**config.mk**
```make
export PLATFORM = sky130hd
export DESIGN_NAME = audio_sample_sink
export DESIGN_NICKNAME = d
export VERILOG_FILES = /design/src/rtl/echo_pkg.sv /design/src/rtl/sync_fifo.sv /design/src/rtl/audio_sample_sink.sv
export SDC_FILE = /design/constraint.sdc
export NUM_CORES = 1
export LEC_CHECK = 0
export ABC_AREA = 1
export CORE_MARGIN = 2
export CORE_UTILIZATION = 40
export DETAILED_ROUTE_END_ITERATION = 7
export SLEW_MARGIN = 10
export SYNTH_ARGS = -nofsm -noshare
export SYNTH_HDL_FRONTEND = slang
export SYNTH_SLANG_ARGS = --single-unit
```
**constraint.sdc**
```tcl
create_clock -name clk -period 2.55 [get_ports clk]
set_clock_uncertainty 0.15 [all_clocks]
set_input_delay 0.51 -clock clk [delete_from_list [all_inputs] [get_ports clk]]
set_output_delay 0.51 -clock clk [all_outputs]
set_load 0.02 [all_outputs]
```
**src/rtl/echo_pkg.sv**
```systemverilog
// Constants shared by the echo-cancellation datapath and its sample sink.
// Block parameters default to these values.
package echo_pkg;

    localparam int DATA_WIDTH   = 16;
    localparam int CLK_DIV      = 12500;
    localparam int SAMPLE_COUNT = 14970;

endpackage

```
**src/rtl/sync_fifo.sv**
```systemverilog
// Single-clock FIFO with power-of-two depth and an occupancy counter.
// The head word is read combinationally from the read pointer.
module sync_fifo #(
    parameter int WIDTH = 16,
    parameter int DEPTH = 16
) (
    input  logic                     clk,
    input  logic                     rst,
    input  logic                     push,
    input  logic [WIDTH-1:0]         wdata,
    input  logic                     pop,
    output logic [WIDTH-1:0]         rdata,
    output logic                     full,
    output logic                     empty,
    output logic [$clog2(DEPTH):0]   count
);

    localparam int AW = $clog2(DEPTH);

    logic [WIDTH-1:0] mem_q [DEPTH];
    logic [AW-1:0]    wr_ptr_q, wr_ptr_d;
    logic [AW-1:0]    rd_ptr_q, rd_ptr_d;
    logic [AW:0]      count_q, count_d;
    logic             do_push, do_pop;

    always_comb begin
        full     = (count_q == (AW+1)'(DEPTH));
        empty    = (count_q == '0);
        do_pop   = pop && !empty;
        // A pop frees the slot the write lands in when full.
        do_push  = push && (!full || do_pop);
        wr_ptr_d = do_push ? wr_ptr_q + AW'(1) : wr_ptr_q;
        rd_ptr_d = do_pop ? rd_ptr_q + AW'(1) : rd_ptr_q;
        count_d  = count_q;
        unique case ({do_push, do_pop})
            2'b10:   count_d = count_q + (AW+1)'(1);
            2'b01:   count_d = count_q - (AW+1)'(1);
            default: count_d = count_q;
        endcase
    end

    always_ff @(posedge clk or negedge rst) begin
        if (!rst) begin
            wr_ptr_q <= '0;
            rd_ptr_q <= '0;
            count_q  <= '0;
        end else begin
            wr_ptr_q <= wr_ptr_d;
            rd_ptr_q <= rd_ptr_d;
            count_q  <= count_d;
        end
    end

    always_ff @(posedge clk) begin
        if (do_push) begin
            mem_q[wr_ptr_q] <= wdata;
        end
    end

    assign rdata = mem_q[rd_ptr_q];
    assign count = count_q;

endmodule

```
**src/rtl/audio_sample_sink.sv**
```systemverilog
// Captures echo-canceller output at the audio sample rate into a FIFO,
// tracking dropped samples and end of run.
module audio_sample_sink #(
    parameter int DATA_WIDTH   = echo_pkg::DATA_WIDTH,
    parameter int CLK_DIV      = echo_pkg::CLK_DIV,
    parameter int FIFO_DEPTH   = 16,
    parameter int SAMPLE_COUNT = echo_pkg::SAMPLE_COUNT
) (
    input  logic                              clk,
    input  logic                              rst,
    input  logic                              enable,
    input  logic [DATA_WIDTH-1:0]             sample_in,
    output logic                              sample_tick,
    output logic                              m_valid,
    output logic [DATA_WIDTH-1:0]             m_data,
    input  logic                              m_ready,
    output logic                              overflow,
    output logic                              done,
    output logic [$clog2(SAMPLE_COUNT+1)-1:0] sample_cnt
);

    localparam int DIV_W = (CLK_DIV > 1) ? $clog2(CLK_DIV) : 1;
    localparam int CNT_W = $clog2(SAMPLE_COUNT + 1);
    localparam int OCC_W = $clog2(FIFO_DEPTH) + 1;

    logic [DIV_W-1:0]      div_q, div_d;
    logic [CNT_W-1:0]      sample_cnt_q, sample_cnt_d;
    logic                  overflow_q, overflow_d;
    logic                  done_q, done_d;
    logic                  tick, pop, push;
    logic                  fifo_full, fifo_empty;
    logic [OCC_W-1:0]      fifo_count;
    logic [DATA_WIDTH-1:0] fifo_rdata;

    always_comb begin
        tick = enable && !done_q && (div_q == DIV_W'(CLK_DIV - 1));
        pop  = !fifo_empty && m_ready;
        push = tick && (!fifo_full || pop);

        div_d = '0;
        if (enable && !done_q && !tick) begin
            div_d = div_q + DIV_W'(1);
        end

        sample_cnt_d = sample_cnt_q;
        overflow_d   = overflow_q;
        done_d       = done_q;
        // Dropped samples still count toward the run length.
        if (tick) begin
            sample_cnt_d = sample_cnt_q + CNT_W'(1);
            if (!push) begin
                overflow_d = 1'b1;
            end
            if (sample_cnt_d == CNT_W'(SAMPLE_COUNT)) begin
                done_d = 1'b1;
            end
        end
    end

    always_ff @(posedge clk or negedge rst) begin
        if (!rst) begin
            div_q        <= '0;
            sample_cnt_q <= '0;
            overflow_q   <= 1'b0;
            done_q       <= 1'b0;
        end else begin
            div_q        <= div_d;
            sample_cnt_q <= sample_cnt_d;
            overflow_q   <= overflow_d;
            done_q       <= done_d;
        end
    end

    sync_fifo #(
        .WIDTH (DATA_WIDTH),
        .DEPTH (FIFO_DEPTH)
    ) u_fifo (
        .clk   (clk),
        .rst   (rst),
        .push  (push),
        .wdata (sample_in),
        .pop   (pop),
        .rdata (fifo_rdata),
        .full  (fifo_full),
        .empty (fifo_empty),
        .count (fifo_count)
    );

    // Memory is not reset, so the head is masked whenever nothing is queued.
    assign m_data      = (fifo_count != '0) ? fifo_rdata : '0;
    assign m_valid     = !fifo_empty;
    assign sample_tick = tick;
    assign overflow    = overflow_q;
    assign done        = done_q;
    assign sample_cnt  = sample_cnt_q;

endmodule

```
==> results of run 1 <==
cell type report:
class / count / share of cell area (%)
Clock buffer: 39 / 4.87
Clock inverter: 19 / 1.40
Inverter: 47 / 1.17
Multi-Input combinational cell: 706 / 23.5
Sequential cell: 299 / 52.4
Tap cell: 396 / 2.96
Timing Repair Buffer: 186 / 13.7
power by group through the flow:
stage	logic (W)	registers, W	clock network, W
3_3_place_gp	0.000104	0.00541	0
3_5_place_dp	0.000106	0.00541	0
2_1_floorplan	0.000000297	0.00541	0
4_1_cts	0.000107	0.00531	0.00474
5_1_grt	0.000116	0.00531	0.00492
6_report	0.000105	0.00531	0.00466
synth_stat cells, types with 4 or more instances:
library cell	number	area share (%)
nor3_1	10	0.40
xor2_1	15	1.0
buf_2	19	0.75
inv_1	43	1.3
nand3_1	68	2.7
xnor2_1	6	0.42
edfxtp_1	256	61
ha_1	12	1.2
nor2_1	176	5.2
o31ai_1	16	0.95
dfrtp_1	43	8.5
o21ai_0	95	3.8
clkbuf_1	32	0.95
a21oi_1	52	2.1
nand2_1	198	5.9
buf_4	4	0.24
o211ai_1	32	1.9
nand4_1	9	0.45
kinds of logic after synthesis:
logic type / count (synthesis) / synth area share (%)
xor+xnor: 21 / 1.46
simple gates: 474 / 15.5
flops: 299 / 69.5
compound gates: 199 / 8.90
fa+ha+maj: 12 / 1.19
buf+inv: 103 / 3.37
worst max-delay path: stages, from the launching register on:
cell      delay (ps)
dfrtp_4          540
clkinv_8         100
buf_12           140
buf_8            140
buf_6            100
o21ai_2           50
o211ai_1          90
nand3_1          120
a21oi_2          180
buf_4            160
buf_6            110
registers in the layout, summed over array words and instances, names as in the netlist:
signal	cells
done	1
sample_cnt	14
u_fifo.count	5
div_q	14
u_fifo.wr_ptr_q	4
u_fifo.mem_q	256
overflow	1
u_fifo.rd_ptr_q	4
routing by layer:
layer  global-route usage (%)  share of wire (%)  wire length (um)  vias to the layer above
li1                         -                  -                 -                     4218
met1                     30.0                 44             15500                     4488
met2                     34.0                 47             16500                      313
met3                     3.37                6.7              2360                       42
met4                     4.65                1.8               622                        0
met5                        0                  0                 0                        -
per-stage QoR:
| stage | hold WS [ps] | area (um^2) | TNS, ps |
|---|---|---|---|
| floorplan | 64.4 | 12600 | 0 |
| CTS | 348 | 16300 | -5740 |
| global placement | 316 | 14600 | -4110 |
| finish | 341 | 16700 | -5560 |
| detailed placement | 324 | 14600 | -4300 |
| global route | 371 | 16700 | -7280 |
worst max path at each step:
stage,slack [ps],startpoint,cells after the start,endpoint
floorplan,40,div_q[0]$_DFF_PN0_,17,u_fifo.count[4]$_DFFE_PN0P_
global placement,-310,u_fifo.rd_ptr_q[0]$_DFFE_PN0P_,9,m_data[1]
detailed placement,-300,u_fifo.rd_ptr_q[0]$_DFFE_PN0P_,8,m_data[10]
CTS,-430,u_fifo.rd_ptr_q[0]$_DFFE_PN0P_,10,m_data[2]
global route,-510,u_fifo.rd_ptr_q[0]$_DFFE_PN0P_,10,m_data[1]
finish,-400,u_fifo.rd_ptr_q[0]$_DFFE_PN0P_,10,m_data[1]
what timing repair did:
item	CTS	global route
setup buffers	14	5
setup endpoints to repair	18	20
pin swaps	45	56
hold endpoints to repair	22	0
gates cloned	7	2
hold buffers	1	0
gates resized for setup	194	83
==> results.toml, run 1 <==
[clocking]
clock_latency_ps = 550
clk_pin_slew_ps = 60
cts.sinks = 299
cts_buffer_depth = 3
cts_max_level = 1
root_buffer = "clkbuf_16"
cts_made_buffers = 31
cts_tree = "built"

[layout]
final_cell_mix = "edfxtp_1, nand2_1, nor2_1"
diodes = 0
multi_input_area_um2 = 3930
seqCellArea_um2 = 8770
final_common_cell = "edfxtp_1"
final_util_pct = 54.3
final_cell_count_no_fill = 1692
fill_cells = 2570
synthToLayoutAreaGrowth_pct = 32.8
final_nets = 1303
drive_gt1_share_pct = 25.5

[min_path]
holdCritPathClass = "register to register"
min_from = "done$_DFFE_PN0P_"
hold_end = "done$_DFFE_PN0P_"
min_path_cells = 2

[power_and_ir_drop]
p_clk_share_pct = 46.2
seqPwrFrac_pct = 52.7
sw_frac_of_total_pct = 19.4
power_per_cell_area_nw_per_um2 = 602
irDropWorstVdd_uv = 433
pwr-share-comb_pct = 1.0
leakage_nw = 6.07
internal-power_w = 0.00812
switchingPower_w = 0.00196
total_power_w = 0.0101

[floorplanning]
die_area_um2 = 32900
die_x_um = 182
initial_core_util_pct = 40.9
fp-row-count = 64
die_h_um = 182
core_area_um2 = 30800
ios = 54

[setup_path]
crit_fanout = 6
endpoint_kind = "output pin"
r2r-end = "u_fifo.count[4]$_DFFE_PN0P_"
crit_type = "register to output pin"
r2r_cells = 17
cp.required_ps = 1890
ff2ff_setup_slack_ps = 110
worstSetupStartpointType = "register"
timing.rr.start = "div_q[1]$_DFF_PN0_"
cp.arrival_ps = 2290

[global_routing]
grt_antenna_before_repair = 0
grt_max_degree = 30
overflow = 0
grt_pass1_wl_mm = 52.7
grtUsageTotal_pct = 21.0
grt_pass1_vias = 8951

[synthesis]
ys_async_sr_fraction_pct = 14.4
synthFlopType = "edfxtp_1"
yosysUniqueCellTypes = 32
netlist_area_um2 = 12600
synth_edf_count = 256
syn_nets = 1140
syn_area_per_cell_um2 = 11.4
ys_warn_count = 0
ys_seq_elements = 299
synth.yosys.seq_area_share_pct = 69.5
syn_inst = 1108

[detailed_routing]
wl_per_cell_um = 20.7
drt_iter0_drc = 816
vias = 9061
first_pass_iters = 5
drtAntennaViolNets = 0
drc = 0
vias_per_cell = 5.36
routed_wl_mm = 35.0

[sta]
setup_slack_ps = -404
fin_crit_sh_pct = 116
final-max-slew-violation-count = 0
rsz0062_at_grt = "yes"
fin_crit_ps = 2950
tightest_slew_ps = 681
finalHoldViolCount = 0
finalSetupViolations = 16
max-slew-margin-rel_pct = 54.4
max_freq_ghz = 0.339

[outcome]
violations = "negative setup slack"
outcome = "finished with violations"

[place]
gp_congestion = 0.799
io_buffers = 53
place_inst = 1605
post-place-ws_ps = -303
dpl.hpwl_mm = 20.6

[run]
cap_violations = 0
(Power assumes the default switching activity.)
==> run 2: changes to the inputs <==
- TNS_END_PERCENT: unset -> 50
==> run 2 against run 1 <==
Compared with the run above: total power barely moved; clock power about the same; sequential cell count unchanged; critical path type unchanged; fmax down 0.42%; combinational power barely moved; hold slack hardly changed; critical endpoint is now m_data[7]; non-clock buffer count fell by 5; clock-buffer cell count is the same; first-iteration DRC count increased by 2.9%; the run still ends with negative setup slack left; register-to-register slack worse by 30 ps.
==> results.toml, run 2 (same netlist as run 1, synthesis figures left out) <==
[place]
io_buffers = 53
dpl.hpwl_mm = 20.6
gp_congestion = 0.799
place_area_um2 = 14600

[global_routing]
grtUsageTotal_pct = 20.7
grt_pass1_vias = 8893
overflow = 0
grt_pass1_wl_mm = 52.0
grt_max_degree = 33
grt_antenna_before_repair = 0

[layout]
final_area_um2 = 16600
largest_reg_flops = 256
synthToLayoutAreaGrowth_pct = 32.0
final_nets = 1298
final_common_cell = "edfxtp_1"
drive_gt1_share_pct = 23.5
multi_input_area_um2 = 3840
final_cell_mix = "edfxtp_1, nand2_1, nor2_1"
top_register = "u_fifo.mem_q"
diodes = 0
final_util_pct = 54.0
seqCellArea_um2 = 8770
fill_cells = 2594

[clocking]
cts_tree = "built"
cts_made_buffers = 31
clock_latency_ps = 560
cts_buffer_depth = 3
cts_max_level = 1
root_buffer = "clkbuf_16"
cts.sinks = 299
clk_pin_slew_ps = 60

[setup_path]
crit_type = "register to output pin"
crit_family = "buffers and inverters"
cp.required_ps = 1890
cp.arrival_ps = 2310
crit_fanout = 21
cpPeakStageDelay_ps = 500
endpoint_kind = "output pin"
worstPathCellList = "buf_12 -> buf_12 -> nor2_1 -> nor2_1 -> o21ai_0 -> o211ai_1 -> nand3_1 -> a21oi_2 -> buf_6"
crit_buf_inv = 3
worstSetupStartpointType = "register"
crit_slowest_cell = "dfrtp_4"

[sta]
finalHoldViolCount = 0
setup_slack_ps = -416
fin_tns_setup_ps = -6280
finalSetupViolations = 17
tightest_slew_ps = 675
fin_crit_ps = 2970
whs_ps = 342
max_freq_ghz = 0.337
final-max-slew-violation-count = 0
rsz0062_at_grt = "yes"
fin_crit_sh_pct = 116
max-slew-margin-rel_pct = 54.9

[detailed_routing]
drtAntennaViolNets = 0
vias = 8997
drc = 0
routed_wl_mm = 34.8
wl_per_cell_um = 20.6
first_pass_iters = 5
vias_per_cell = 5.33
drt_iter0_drc = 840

[floorplanning]
die_area_um2 = 32900
die_x_um = 182
initial_core_util_pct = 40.9
fp-row-count = 64
die_h_um = 182
core_area_um2 = 30800
ios = 54

[power_and_ir_drop]
sw_frac_of_total_pct = 19.4
irDropWorstVdd_uv = 436
pwr-share-comb_pct = 1.0
switchingPower_w = 0.00196
power_per_cell_area_nw_per_um2 = 605
internal-power_w = 0.00812
p_clk_share_pct = 46.2
seqPwrFrac_pct = 52.7
leakage_nw = 6.09

[outcome]
outcome = "finished with violations"
violations = "negative setup slack"

[run]
cap_violations = 0

[min_path]
holdCritPathClass = "register to register"
[run 2: cell count changes in the layout (fill, tap and decap cells not counted), sizes merged]
cell,previous run,this run
dlymetal6s2s,0,1
buf,147,137
clkbuf,42,47
dlygate4sd2,1,0
[run 2: power by group through the flow]
stage | Sequential, W | Clock, W | Combinational, W
2_1_floorplan | 0.00541 | 0 | 0.000000297
3_5_place_dp | 0.00541 | 0 | 0.000106
6_report | 0.00531 | 0.00466 | 0.000104
3_3_place_gp | 0.00541 | 0 | 0.000104
4_1_cts | 0.00531 | 0.00474 | 0.000107
5_1_grt | 0.00531 | 0.00492 | 0.000116
[run 2: worst register-to-register path, stage by stage (launching register included)]
cell and delay (ps):
dfrtp_1 360, ha_2 180, nand2_1 50, nor2_1 90, nand2_1 90, nor2_4 130
nand2_4 90, nor2_8 80, inv_1 70, ha_4 170, xor2_1 170, ha_1 180
inv_1 50, nand2_1 60, a31oi_1 200, xor2_1 160, nand2_1 60, nand2_1 50
[run 2: final cells by class]
type | count | share of cell area, %
flip-flops and latches | 299 | 52.7
multi-input cells | 706 | 23.1
repair buffers | 181 | 13.8
clock buffers | 39 | 4.90
well taps | 396 | 2.98
clock inverters | 19 | 1.41
inverters | 47 | 1.15
[run 2: worst paths after layout]
check | cells after the start | to | slack, ps | startpoint
hold / removal | 2 | done$_DFFE_PN0P_ | 340 | done$_DFFE_PN0P_
setup / recovery | 9 | m_data[7] | -420 | u_fifo.rd_ptr_q[0]$_DFFE_PN0P_
hold reg to reg | 2 | done$_DFFE_PN0P_ | 340 | done$_DFFE_PN0P_
min in group asynchronous | 2 | u_fifo.rd_ptr_q[0]$_DFFE_PN0P_ | 350 | rst
max in group asynchronous | 3 | u_fifo.wr_ptr_q[1]$_DFFE_PN0P_ | 1290 | rst
setup reg to reg | 17 | u_fifo.count[4]$_DFFE_PN0P_ | 80 | div_q[0]$_DFF_PN0_
[run 2: repair_timing]
action | in CTS | in global routing
buffers inserted | 6 | 6
hold buffers | 1 | 0
endpoints found under the setup margin | 18 | 21
endpoints found under the hold margin | 22 | 0
pin swaps | 29 | 52
resized for setup | 142 | 101
gates cloned | 5 | 7
[run 2: metal layers]
metal  global-route usage (%)  vias up  routed length [um]
met5                        0        -                   0
met4                     4.55        0                 668
met1                     29.8     4430               15600
met3                     2.91       42                2440
li1                         -     4213                   -
met2                     33.5      312               16100
[run 2: per-stage QoR]
stage | instances | power (W) | setup slack [ps]
after CTS | 1675 | 0.0102 | -438
after detailed placement | 1605 | 0.00552 | -303
after global placement | 1605 | 0.00552 | -312
final | 1687 | 0.0101 | -416
after global routing | 1687 | 0.0103 | -544
after floorplan | 1108 | 0.00541 | 38.4
==> RTL change 1, RTL diff (config.mk and constraints of run 2) <==
Register the output `sample_cnt` once more; this adds one clock of latency there. The other outputs are not delayed to match.
--- a/src/rtl/audio_sample_sink.sv
+++ b/src/rtl/audio_sample_sink.sv
@@ -92,7 +92,9 @@
     assign sample_tick = tick;
     assign overflow    = overflow_q;
     assign done        = done_q;
-    assign sample_cnt  = sample_cnt_q;
+    always_ff @(posedge clk) begin
+        sample_cnt <= sample_cnt_q;
+    end
 
 endmodule
 
Function: no difference found for any inputs over 10 cycles, from zero or initial values and one cycle with rst low; that may be too few to reach the edited logic, so the function may still have changed.
==> RTL change 1 against run 2 <==
- the run still ends with negative setup slack left
- sequential cell count up 14
- cell area decreased by 0.86%
- area after synthesis increased by 3.0%
- wire length down 8.5%
- die area grew 2.9%
- hold slack worse by 53 ps
- worst setup slack improved by 72 ps
- total power rose by 4.4%
- largest cell class unchanged
==> RTL change 1: results (changes against run 2) <==
Cells after Synth=1156 (+4.3%); maximum vdd ir drop=0.0003907 V (-10%); H-tree depth=2 (+1); Pleak=6.378 nW (+4.7%); pin count of the biggest net entering global routing=40 (+21%); Met3 Routed Length=1827 microns (-25%); setup TNS=-4665 ps (+1611 ps); critical path endpoint=m_data[9]; layout cells sized above 1=20.43% (-3.0 points); first-pass GRT wire length=49910 microns (-4.1%); cts repair resizes=121 (-15%); GRT Util Overall=19.34% (-1.3 points); Synth cell types=37 (+16%); nets=1352 (+4.2%); Post-synth ARST share=13.74% (-0.64 points); initial DRC count=807 (-3.9%); met2 WL post-DR=15000 microns (-7.0%); placer congestion estimate=0.7796 (-2.4%); wl on met1=14120 microns (-9.2%); drt wl/cell=18.21 microns (-12%); failing checks=negative setup slack; Slew HR=57.38% (+2.5 points); vias in the first global route=9011 (+1.3%); hold depth=0 (-2); Final WS setup=-343.9 ps (+72.49 ps); setup bufs post-CTS=2 (-4); Vias/cell=5.142 (-3.6%); hpwl dp=19630 microns (-4.6%); dominant cells by area after synthesis=edfxtp_1, nand2_1, dfrtp_1, nor2_1, a21oi_1; hold_sp=sample_cnt_q[12]$_DFFE_PN0P_; register area share after synthesis=69.66% (+0.14 points); met3 usage=3.458% (+0.55 points); Endpoint, Worst Hold=sample_cnt[12]$_DFF_P_; Arr. time, crit path=2230 ps (-80 ps); status=complete, but fails checks; area post-placement=14950 sq um (+2.4%); Setup-failing EPs final=16 (-1); Crit Path Max Fanout=12 (-43%); worst hold slack=288.5 ps (-53.06 ps)
-- RTL change 1: cell types whose count changed after synthesis, moves of 5 or more --
cell,change
a21oi_1,+33
buf_2,+10
clkbuf_1,-12
dfxtp_1,+14
nand2_1,+119
nand3_1,+16
nand4_1,-5
nor2_1,-62
nor3_1,-6
o211ai_1,-32
o21ai_0,-47
o31ai_1,+16
-- RTL change 1: report_power, final --
| group | internal [mW] | switching [mW] |
|---|---|---|
| clock network | 2.88 | 1.99 |
| registers | 5.53 | 0 |
| logic | 0.0289 | 0.0730 |
| total | 8.44 | 2.07 |
-- RTL change 1: area by class of cell --
cell class,instances,area (sq um)
Fill cell,2748,15220
Sequential cell,313,9049
Multi-Input combinational cell,742,3777
Timing Repair Buffer,182,1872
Clock buffer,50,932.1
Tap cell,402,503.0
Inverter,46,185.2
Clock inverter,13,178.9
-- RTL change 1: cells by family after synthesis --
family / share of synthesized area, %
compound gates: 7.354
xor+xnor: 1.417
fa+ha+maj: 1.156
buf+inv: 3.315
flops: 69.66
simple gates: 17.10
==> RTL change 2, RTL diff (flow settings as in run 2) <==
Made on the original files. The package constant `CLK_DIV` goes from 12500 to 6250.
--- a/src/rtl/echo_pkg.sv
+++ b/src/rtl/echo_pkg.sv
@@ -3,7 +3,7 @@
 package echo_pkg;
 
     localparam int DATA_WIDTH   = 16;
-    localparam int CLK_DIV      = 12500;
+    localparam int CLK_DIV      = 6250;
     localparam int SAMPLE_COUNT = 14970;
 
 endpackage
Formal check against the unedited RTL: no difference found for any inputs over 10 cycles, from zero or initial values and one cycle with rst low; that may be too few to reach the edited logic, so the function may still have changed.
==> RTL change 2 against run 2 <==
- the run still ends with negative setup slack left
- sequential power about the same
- area after synthesis rose by 0.48%
- synthesized cell count rose by 2.9%
- sequential cell count fell by 1
- total power rose by 0.58%
- via count is 0.18% higher
- worst setup slack lost 5.7 ps
- wire length shrank 5.2%
- cell area shrank 1.2%
- cell count increased by 2.1%
- non-clock buffer count shrank 3
- largest cell class unchanged
- largest power group unchanged
==> RTL change 2: results (changes against run 2) <==
failing checks=negative setup slack; Slew HR=55.00% (+0.15 points); area post-placement=14660 sq um (+0.39%); Synth cell types=31 (-3.1%); worst hold slack=315.8 ps (-25.77 ps); first-pass GRT wire length=51130 microns (-1.7%); Crit Path Max Fanout=8 (-62%); met3 usage=3.349% (+0.44 points); internal power=8.181 mW (+0.80%); syn avg cell area=11.11 sq um (-2.3%); clock network power share=46.7% (+0.5 points); GRT Util Overall=20.00% (-0.68 points); Final WS setup=-422.1 ps (-5.693 ps); Post-synth ARST share=14.09% (-0.29 points); Net Sw Frac=19.25% (-0.18 points); critical path endpoint=m_data[13]; met2 WL post-DR=15660 microns (-2.9%); post-synth top area share=60.70% (-0.29 points); synth cell count leaders=nand2_1, edfxtp_1, nor2_1; fill count=2718 (+4.8%); pin count of the biggest net entering global routing=27 (-18%); register area share after synthesis=69.00% (-0.53 points); register share of total power=52.3% (-0.4 points); status=complete, but fails checks; Setup-failing EPs final=17 (unchanged)
-- RTL change 2: changes by cell type after synthesis, moves of 16 or more --
cell      delta
a21oi_1     +32
nor2_1      -60
o211ai_1    -32
nand2_1    +113
o21ai_0     -47
o31ai_1     +16
-- RTL change 2: kinds of logic (layout without fill, tap and decap cells) --
kind of cell	after synthesis	in the layout	synth area share (%)
DFF	298	298	69.00
and+or+nand+nor	538	538	17.52
buffers and inverters	100	281	3.408
adders and majority gates	13	13	1.284
AOI/OAI and AO/OA	173	173	7.548
xor gates and xnor gates	18	18	1.245
-- RTL change 2: layout make-up --
class	count	area (sq um)	area share [%]
sequential	298	8743	53.21
clock buffer	36	804.5	4.896
multi-input combinational	742	3931	23.92
inverter	45	181.4	1.104
tap	402	503.0	3.061
clock inverter	22	269.0	1.637
timing repair buffer	178	2001	12.17
